$ cat src/rtl/clk_div_prog_if.sv
// Control/status bundle for the programmable clock divider.
// master drives enable and ratio load; slave returns clock, tick and ratio state.
interface clk_div_prog_if #(
  parameter int DIV_W = 16
);
  logic             EN;
  logic [DIV_W-1:0] DIV_IN;
  logic             DIV_LD;
  logic             DIV_PEND;
  logic [DIV_W-1:0] DIV_CUR;
  logic             CLKOUT;
  logic             TICK;

  modport master (
    output EN, DIV_IN, DIV_LD,
    input  DIV_PEND, DIV_CUR, CLKOUT, TICK
  );

  modport slave (
    input  EN, DIV_IN, DIV_LD,
    output DIV_PEND, DIV_CUR, CLKOUT, TICK
  );
endinterface

$ cat src/rtl/clk_div_prog.sv
// Runtime-programmable integer clock divider.
// New ratios take effect only at a period boundary, so CLKOUT never glitches.
module clk_div_prog #(
  parameter int DIV_W       = 16,
  parameter int DIV_DEFAULT = 4
) (
  input  logic          CLK,
  input  logic          RST,
  clk_div_prog_if.slave bus
);
  localparam logic [DIV_W-1:0] DEF = DIV_W'(DIV_DEFAULT);
  localparam logic [DIV_W-1:0] ONE = DIV_W'(1);
  localparam logic [DIV_W-1:0] TWO = DIV_W'(2);

  logic [DIV_W-1:0] cnt;
  logic [DIV_W-1:0] cur;
  logic [DIV_W-1:0] pend_v;
  logic             pend;
  logic             clkout_q;
  logic             tick_q;

  logic             boundary;
  logic             apply;
  logic [DIV_W-1:0] n_eff;
  logic [DIV_W-1:0] h_eff;
  logic [DIV_W-1:0] cnt_nx;
  logic [DIV_W-1:0] ld_v;

  // Next-count and the ratio that governs the upcoming cycle
  always_comb begin
    boundary = (cnt == cur - ONE);
    apply    = bus.EN && boundary && pend;
    n_eff    = apply ? pend_v : cur;
    h_eff    = n_eff >> 1;
    cnt_nx   = boundary ? '0 : cnt + ONE;
    ld_v     = (bus.DIV_IN < TWO) ? TWO : bus.DIV_IN;
  end

  // Counter, active ratio and registered outputs; frozen while EN is low
  always_ff @(posedge CLK or posedge RST) begin
    if (RST) begin
      cnt      <= DEF - ONE;
      cur      <= DEF;
      clkout_q <= 1'b0;
      tick_q   <= 1'b0;
    end else if (bus.EN) begin
      cnt      <= cnt_nx;
      cur      <= n_eff;
      clkout_q <= (cnt_nx < h_eff);
      tick_q   <= (cnt_nx == '0);
    end else begin
      tick_q   <= 1'b0;
    end
  end

  // Pending ratio: a load on the apply edge queues behind the applied one
  always_ff @(posedge CLK or posedge RST) begin
    if (RST) begin
      pend_v <= DEF;
      pend   <= 1'b0;
    end else if (bus.DIV_LD) begin
      pend_v <= ld_v;
      pend   <= 1'b1;
    end else if (apply) begin
      pend   <= 1'b0;
    end
  end

  assign bus.DIV_PEND = pend;
  assign bus.DIV_CUR  = cur;
  assign bus.CLKOUT   = clkout_q;
  assign bus.TICK     = tick_q;
endmodule
$ cat src/flat_wrapper.sv
// flat-port wrapper written by rule: the top's interface ports become plain ports
module clk_div_prog_flat 
#(
  parameter int DIV_W       = 16,
  parameter int DIV_DEFAULT = 4
)
  (CLK, RST, bus_EN, bus_DIV_IN, bus_DIV_LD, bus_DIV_PEND, bus_DIV_CUR, bus_CLKOUT, bus_TICK);
  clk_div_prog_if #(.DIV_W(DIV_W)) bus_i ();
  input  logic CLK;
  input  logic RST;
  input wire logic [$bits(bus_i.EN)-1:0] bus_EN;
  input wire logic [$bits(bus_i.DIV_IN)-1:0] bus_DIV_IN;
  input wire logic [$bits(bus_i.DIV_LD)-1:0] bus_DIV_LD;
  output wire logic [$bits(bus_i.DIV_PEND)-1:0] bus_DIV_PEND;
  output wire logic [$bits(bus_i.DIV_CUR)-1:0] bus_DIV_CUR;
  output wire logic [$bits(bus_i.CLKOUT)-1:0] bus_CLKOUT;
  output wire logic [$bits(bus_i.TICK)-1:0] bus_TICK;
  assign bus_i.EN = bus_EN;
  assign bus_i.DIV_IN = bus_DIV_IN;
  assign bus_i.DIV_LD = bus_DIV_LD;
  assign bus_DIV_PEND = bus_i.DIV_PEND;
  assign bus_DIV_CUR = bus_i.DIV_CUR;
  assign bus_CLKOUT = bus_i.CLKOUT;
  assign bus_TICK = bus_i.TICK;
  clk_div_prog #(.DIV_W(DIV_W), .DIV_DEFAULT(DIV_DEFAULT)) u_core (.CLK(CLK), .RST(RST), .bus(bus_i));
endmodule
$ cat config.mk
export PLATFORM = sky130hd
export DESIGN_NAME = clk_div_prog_flat
export DESIGN_NICKNAME = d
export VERILOG_FILES = /design/src/rtl/clk_div_prog_if.sv /design/src/rtl/clk_div_prog.sv /design/src/flat_wrapper.sv
export SDC_FILE = /design/constraint.sdc
export NUM_CORES = 1
export LEC_CHECK = 0
export ABC_CLOCK_PERIOD_IN_PS = 4300
export BUFFER_PORTS_ARGS = -buffer_cell sky130_fd_sc_hd__buf_2
export CORE_ASPECT_RATIO = 1.75
export CORE_MARGIN = 2
export CORE_UTILIZATION = 40
export DETAILED_ROUTE_END_ITERATION = 8
export GPL_TIMING_DRIVEN = 0
export PLACE_DENSITY = 0.63
export SLEW_MARGIN = 20
export SYNTH_ARGS = -nofsm -noshare
export SYNTH_HDL_FRONTEND = slang
export SYNTH_SLANG_ARGS = --single-unit
$ cat constraint.sdc
create_clock -name CLK -period 4.3 [get_ports CLK]
set_clock_uncertainty 0.15 [all_clocks]
set_input_delay 0.86 -clock CLK [delete_from_list [all_inputs] [get_ports CLK]]
set_output_delay 0.86 -clock CLK [all_outputs]
set_load 0.01 [all_outputs]
==> results of run 1 <==
## state kept, by name, summed over array words and instances (netlist names)
register / flops
u_core.bus.DIV_PEND: 1
u_core.bus.DIV_CUR: 16
u_core.cnt: 16
u_core.bus.TICK: 1
u_core.pend_v: 16
u_core.bus.CLKOUT: 1
## cell families (layout without fill, tap and decap cells)
| kind of cell | after synthesis | after routing | share of synthesized area |
|---|---|---|---|
| adder cells (fa/ha/maj) | 16 | 16 | 0.0568 |
| XOR/XNOR | 32 | 32 | 0.0796 |
| AO/OA/AOI/OAI | 40 | 40 | 0.0856 |
| multiplexers | 49 | 49 | 0.166 |
| AND/OR/NAND/NOR | 112 | 112 | 0.193 |
| buffers and inverters | 41 | 104 | 0.0551 |
| flip-flops | 51 | 51 | 0.364 |
## stage by stage
stage / area, um2 / util / total power [mW] / setup TNS [ns] / setup WS [ns]
after global routing: 4340 / 0.504 / 1.54 / -0.262 / -0.262
after floorplan: 3560 / - / 0.901 / 0 / 0.0101
after CTS: 4270 / 0.496 / 1.41 / -0.198 / -0.198
after detailed placement: 3910 / 0.454 / 1.02 / -0.511 / -0.511
after global placement: 3890 / 0.451 / 0.997 / -0.494 / -0.494
final: 4340 / 0.504 / 1.46 / -0.152 / -0.152
## path summary, 6_finish.rpt
check                                                  start  depth (start not counted)                            endpoint
max in group asynchronous                                RST                          3        u_core.pend_v[2]$_DFFE_PP1P_
max reg2reg                u_core.bus.DIV_CUR[0]$_DFFE_PP0P_                         17       u_core.bus.CLKOUT$_DFFE_PP0P_
min reg2reg                     u_core.pend_v[3]$_DFFE_PP0P_                          1        u_core.pend_v[3]$_DFFE_PP0P_
min                             u_core.pend_v[3]$_DFFE_PP0P_                          1        u_core.pend_v[3]$_DFFE_PP0P_
max                        u_core.bus.DIV_CUR[0]$_DFFE_PP0P_                         17       u_core.bus.CLKOUT$_DFFE_PP0P_
min in group asynchronous                                RST                          2  u_core.bus.DIV_CUR[14]$_DFFE_PP0P_
## synthesized netlist by cell type (4+ instances only)
cell,n
inv_2,6
nand2_1,13
nor4_1,5
and3_1,7
and4_1,5
inv_1,17
dfstp_2,4
mux2_2,34
nor2b_1,4
nand4_1,5
clkbuf_1,13
xnor2_1,17
mux2i_2,6
a21o_1,5
xor2_1,15
nor3_1,10
or3_1,4
ha_1,16
mux2_4,6
nand3_1,11
nor2_1,22
o21ai_0,5
a21oi_1,6
dfrtp_1,47
## timing repair
action / CTS / global route
buffers inserted: 15 / 3
pin swaps: 12 / 11
setup endpoints to repair: 1 / 1
hold buffers: 0 / 0
resized for setup: 18 / 16
## per-layer routing
layer | up-vias | share of wire | global-route usage | wire length, um
li1 | 1353 | - | - | -
met1 | 1361 | 0.38 | 0.204 | 3270
met2 | 60 | 0.57 | 0.353 | 4910
met3 | 15 | 0.028 | 0.0244 | 243
met4 | 0 | 0.028 | 0.0756 | 244
met5 | - | 0 | 0 | 0
## power groups by stage
stage	logic (mW)	registers, mW	clock network [mW]
after floorplan	0.329	0.572	0
after global placement	0.414	0.583	0
after detailed placement	0.433	0.584	0
after CTS	0.443	0.576	0.389
after global routing	0.557	0.583	0.406
final	0.501	0.578	0.380
## layout make-up
cell class / count / area (um2) / share of cell area
multi-input combinational: 249 / 2230 / 0.514
sequential: 51 / 1280 / 0.296
timing repair buffer: 56 / 357 / 0.0822
tap: 117 / 146 / 0.0337
clock buffer: 8 / 136 / 0.0314
buffer: 17 / 98.8 / 0.0228
inverter: 23 / 86.3 / 0.0199
==> run metrics, run 1 <==
status=finished, violations left; failing checks=negative setup slack; WP data arrival=4.52 ns; CP max stage cell=or4b_4; most common cell after layout, fill and taps aside=dfrtp_1; num rows=45; clock root buffer=clkbuf_16; initial antenna violation count=0; Worst Path Max Fanout=10; CTS Buffer Depth=2; top cells by area, synth=dfrtp_1 33%, mux2_2 11%, ha_1 5.7%; Non-Filler Instances=around 520; via count=roughly 2800; input/output buffers=37; full die area=roughly 9600 um2; #FFs+latches synth=a little over 50; Achievable Freq=~220 MHz; cell total after placement=496; most frequent cells in the layout=44 x dfrtp_1, 37 x buf_2, 33 x mux2_2, 19 x nor2_1, 17 x xnor2_1; final RePlAce weighted congestion=between 0.8 and 0.9; Synth cell types=61; endpoint class of the critical path=flop; CTS buffer count=5; DRC Markers=0; final hold viol count=0; ANT nets after route=0; sw power=roughly 470 uW; Pint=around 980 uW; share of the synthesized area in the top cell type=0.334; Syn Inst Count=~340; RSZ-0062 raised after global routing=yes; cell taking the most area after synthesis=dfrtp_1; Area Overhead vs Synth=23.2%; Final setup viols=1; warnings from Yosys=0; slew of the pin with the lowest slew margin=about 0.67 ns; fin. max-slew vios=0; Chip Width=between 70 and 80 um; fill count=around 800; first-pass GRT wire length=between 10000 and 15000 um; drt total wl=roughly 8700 um; Die Ht=approximately 130 um; nets=~440; Post-synth EDFFs=0; reg-to-reg setup timing slack=-0.15 ns; ys async rst share=1.00; GRT Total Usage=0.189; Switching Fraction=0.325; Gate power share=0.344; total grt overflow=0; Max Cap Viol=0; clock network power share=0.260; clk slew on worst S/H paths=roughly 0.06 ns; pin count of the biggest net entering global routing=28; DR pass1 iterations=6; Most used DFF post-synth=dfrtp_1; Power Dens Cells=between 300 and 400 nW/um2; clk_lat worst skew=0.29 ns; Cell Chain, Critical Path=inv_2 -> ha_4 -> or4b_4 -> o41a_1 -> nor4_4 -> o32ai_4 -> or4b_4 -> buf_12 -> buf_12 -> mux2i_4 -> ha_4 -> a21o_1 -> a21o_1 -> a21oi_2 -> nor2_1 -> nor3b_2 -> a2bb2oi_2; Starting Density=0.409; number of diodes=0; vias in the first global route=roughly 2800; syn_area_per_cell=approximately 10 um2; # clock sinks=between 50 and 60; Tmin final=~4.5 ns; H-tree levels=2; cell family with most CP delay=simple AND/OR/NAND/NOR gates; Req. time, crit path=around 4.4 ns; TritonCTS clock tree=yes; syn nets=approximately 380; Static Leak=roughly 2.0 nW; sequential share of the synthesized area=0.364; CP startpoint kind=flop; Crit Path Class=reg -> reg; Core Box Area=between 8000 and 9000 um2; hpwl dp=slightly below 7000 um; sequential power share=0.396; I/O pin cnt=39; via/cell ratio=roughly 5.4; ratio of cells with drive above 1 in the final layout=0.396; Max-slew headroom=0.549; slowest stage delay, CP=approximately 0.60 ns; Tightest Hold Check Type=reg -> reg; WHS=0.355 ns; Setup WS post-layout=-0.152 ns; WP buf/inv=3; Period Utilization, post-route=1.04; Worst IR Drop VDD=~0.37 mV; Routed WL per cell=about 17 um; drt first-iter violations=69; Syn Std Cell Area=about 3500 um2
Power figures use the tool's default switching activity.
==> inputs of run 2 (changes only) <==
--- a/config.mk
+++ b/config.mk
@@ -5,14 +5,14 @@
 export SDC_FILE = /design/constraint.sdc
 export NUM_CORES = 1
 export LEC_CHECK = 0
-export ABC_CLOCK_PERIOD_IN_PS = 4300
+export ABC_CLOCK_PERIOD_IN_PS = 4800
 export BUFFER_PORTS_ARGS = -buffer_cell sky130_fd_sc_hd__buf_2
 export CORE_ASPECT_RATIO = 1.75
 export CORE_MARGIN = 2
 export CORE_UTILIZATION = 40
 export DETAILED_ROUTE_END_ITERATION = 8
 export GPL_TIMING_DRIVEN = 0
-export PLACE_DENSITY = 0.63
+export PLACE_DENSITY = 0.61
 export SLEW_MARGIN = 20
 export SYNTH_ARGS = -nofsm -noshare
 export SYNTH_HDL_FRONTEND = slang
==> constraint.sdc (replaced) <==
create_clock -name CLK -period 4.8 [get_ports CLK]
set_clock_uncertainty 0.15 [all_clocks]
set_input_delay 0.96 -clock CLK [delete_from_list [all_inputs] [get_ports CLK]]
set_output_delay 0.96 -clock CLK [all_outputs]
set_load 0.01 [all_outputs]
==> run 2 against run 1 <==
Against the previous run: the flow now finishes without violations; largest power group unchanged; power fell by 9.3%; die area did not move; clock-buffer cell count fell by 2; combinational power fell by 22%; sequential share of layout area rose by 1.4 points; sequential power fell by 9.7%; global-route usage rose by 1.4 points.
==> run metrics, run 2 (same netlist as run 1, synthesis figures left out) <==
final hold viol count=0; CTS buffer count=5; Die Ht=roughly 130 um; Setup WS post-layout=0.192 ns; DR pass1 iterations=4; clk slew on worst S/H paths=roughly 0.070 ns; # clock sinks=51; Static Leak=1.94 nW; most common cell after layout, fill and taps aside=dfrtp_1; Cell Area, Placed=a little under 4000 um2; Final setup viols=0; via/cell ratio=5.36; first-pass GRT wire length=around 15000 um; register area=between 1000 and 1500 um2; num rows=45; Core Box Area=approximately 8600 um2; clk_lat worst skew=about 0.30 ns; number of diodes=0; Routed WL per cell=around 17 um; GRT Total Usage=0.202; sw power=419 uW; Util after Layout=0.481; drt first-iter violations=approximately 130; Tightest Hold Check Type=reg -> reg; Area Overhead vs Synth=17.7%; Achievable Freq=roughly 220 MHz; clock root buffer=clkbuf_16; full die area=around 9600 um2; Req. time, crit path=a little under 5 ns; RSZ-0062 raised after global routing=no; Crit Path Class=reg -> reg; initial antenna violation count=0; hpwl dp=~6800 um; most frequent cells in the layout=45 x dfrtp_1, 38 x buf_2, 34 x mux2_2, 22 x nor2_1, 17 x xnor2_1; TritonCTS clock tree=yes; Multi-input gate area=between 2000 and 2500 um2; WP data arrival=between 4 and 5 ns; Worst IR Drop VDD=around 0.27 mV; setup slack at placement=-0.147 ns; CP startpoint kind=flop; fin. max-slew vios=0; DRC Markers=0; Max Cap Viol=0; hold buffers post-CTS=0; Chip Width=74.9 um; nets=428; Max-slew headroom=0.532; status=completed; fill count=809; sequential power share=0.395; post-route cell area=around 4100 um2; CTS Buffer Depth=2; Worst Path Max Fanout=10; Switching Fraction=0.317; vias in the first global route=approximately 2900; total grt overflow=0; I/O pin cnt=39; endpoint class of the critical path=flop; Pint=903 uW; final RePlAce weighted congestion=roughly 0.86; PnR Total Power=about 1.3 mW; H-tree levels=2; Gate power share=0.294; Power Dens Cells=319 nW/um2; drt total wl=8760 um; Starting Density=0.409; pin count of the biggest net entering global routing=30; ANT nets after route=0; slew of the pin with the lowest slew margin=approximately 0.7 ns; clock network power share=0.311; ratio of cells with drive above 1 in the final layout=0.333; Tmin final=4.61 ns; input/output buffers=37; Period Utilization, post-route=0.960; via count=2734
==> run 2: critical path, stage by stage, from the launching register on <==
cell and delay, ns:
dfrtp_2 0.45, inv_1 0.11, ha_4 0.18, or4b_4 0.50, nor2_2 0.11, xnor2_1 0.10, or4_4 0.56, or4b_4 0.54
buf_6 0.18, mux2_2 0.29, inv_1 0.06, ha_1 0.23, a21o_1 0.16, a21oi_1 0.15, nor2b_1 0.06, o21ai_1 0.18
nand4b_1 0.13, nor3b_2 0.24, a2bb2oi_2 0.15
==> run 2: metrics by stage <==
stage / TNS [ns] / hold slack [ns] / std cells
after floorplan: 0 / 0.327 / 341
after global placement: -0.131 / 0.337 / 495
after detailed placement: -0.147 / 0.339 / 496
after CTS: 0 / 0.357 / 504
after global routing: 0 / 0.366 / 510
final: 0 / 0.355 / 510
==> run 2: path summary, 6_finish.rpt <==
| kind | depth (start not counted) | slack [ns] | endpoint | from |
|---|---|---|---|---|
| max reg2reg | 18 | 0.19 | u_core.bus.CLKOUT$_DFFE_PP0P_ | u_core.bus.DIV_CUR[1]$_DFFE_PP0P_ |
| min in group asynchronous | 2 | 0.61 | u_core.pend_v[10]$_DFFE_PP0P_ | RST |
| max in group asynchronous | 3 | 3.25 | u_core.cnt[0]$_DFFE_PP1P_ | RST |
| min | 1 | 0.35 | u_core.pend_v[6]$_DFFE_PP0P_ | u_core.pend_v[6]$_DFFE_PP0P_ |
| max | 18 | 0.19 | u_core.bus.CLKOUT$_DFFE_PP0P_ | u_core.bus.DIV_CUR[1]$_DFFE_PP0P_ |
| min reg2reg | 1 | 0.35 | u_core.pend_v[6]$_DFFE_PP0P_ | u_core.pend_v[6]$_DFFE_PP0P_ |
==> run 2: area by class of cell <==
class | instances | area share
inverters | 23 | 0.0208
plain buffers | 18 | 0.0260
multi-input cells | 249 | 0.506
well taps | 117 | 0.0353
clock inverters | 2 | 0.00906
clock buffers | 6 | 0.0311
repair buffers | 44 | 0.0622
flip-flops and latches | 51 | 0.310
==> run 2: power by group through the flow <==
| stage | Clock, mW | Sequential, mW | Combinational, mW |
|---|---|---|---|
| final | 0.411 | 0.522 | 0.389 |
| after floorplan | 0 | 0.513 | 0.293 |
| after detailed placement | 0 | 0.529 | 0.390 |
| after global placement | 0 | 0.527 | 0.377 |
| after CTS | 0.419 | 0.521 | 0.395 |
| after global routing | 0.433 | 0.529 | 0.448 |
==> run 2: per-layer routing <==
layer  vias up  track usage  routed length, um
li1       1329            -                  -
met1      1328        0.232               3390
met2        60        0.361               4800
met3        17       0.0244                304
met4         0       0.0924                269
met5         -            0                  0
==> run 2: what timing repair did <==
| action | 4_1_cts | 5_1_grt |
|---|---|---|
| resized for setup | 5 | 7 |
| gates cloned | 0 | 0 |
| pin swaps | 0 | 4 |
| endpoints found under the setup margin | 1 | 1 |
| setup buffers | 0 | 6 |
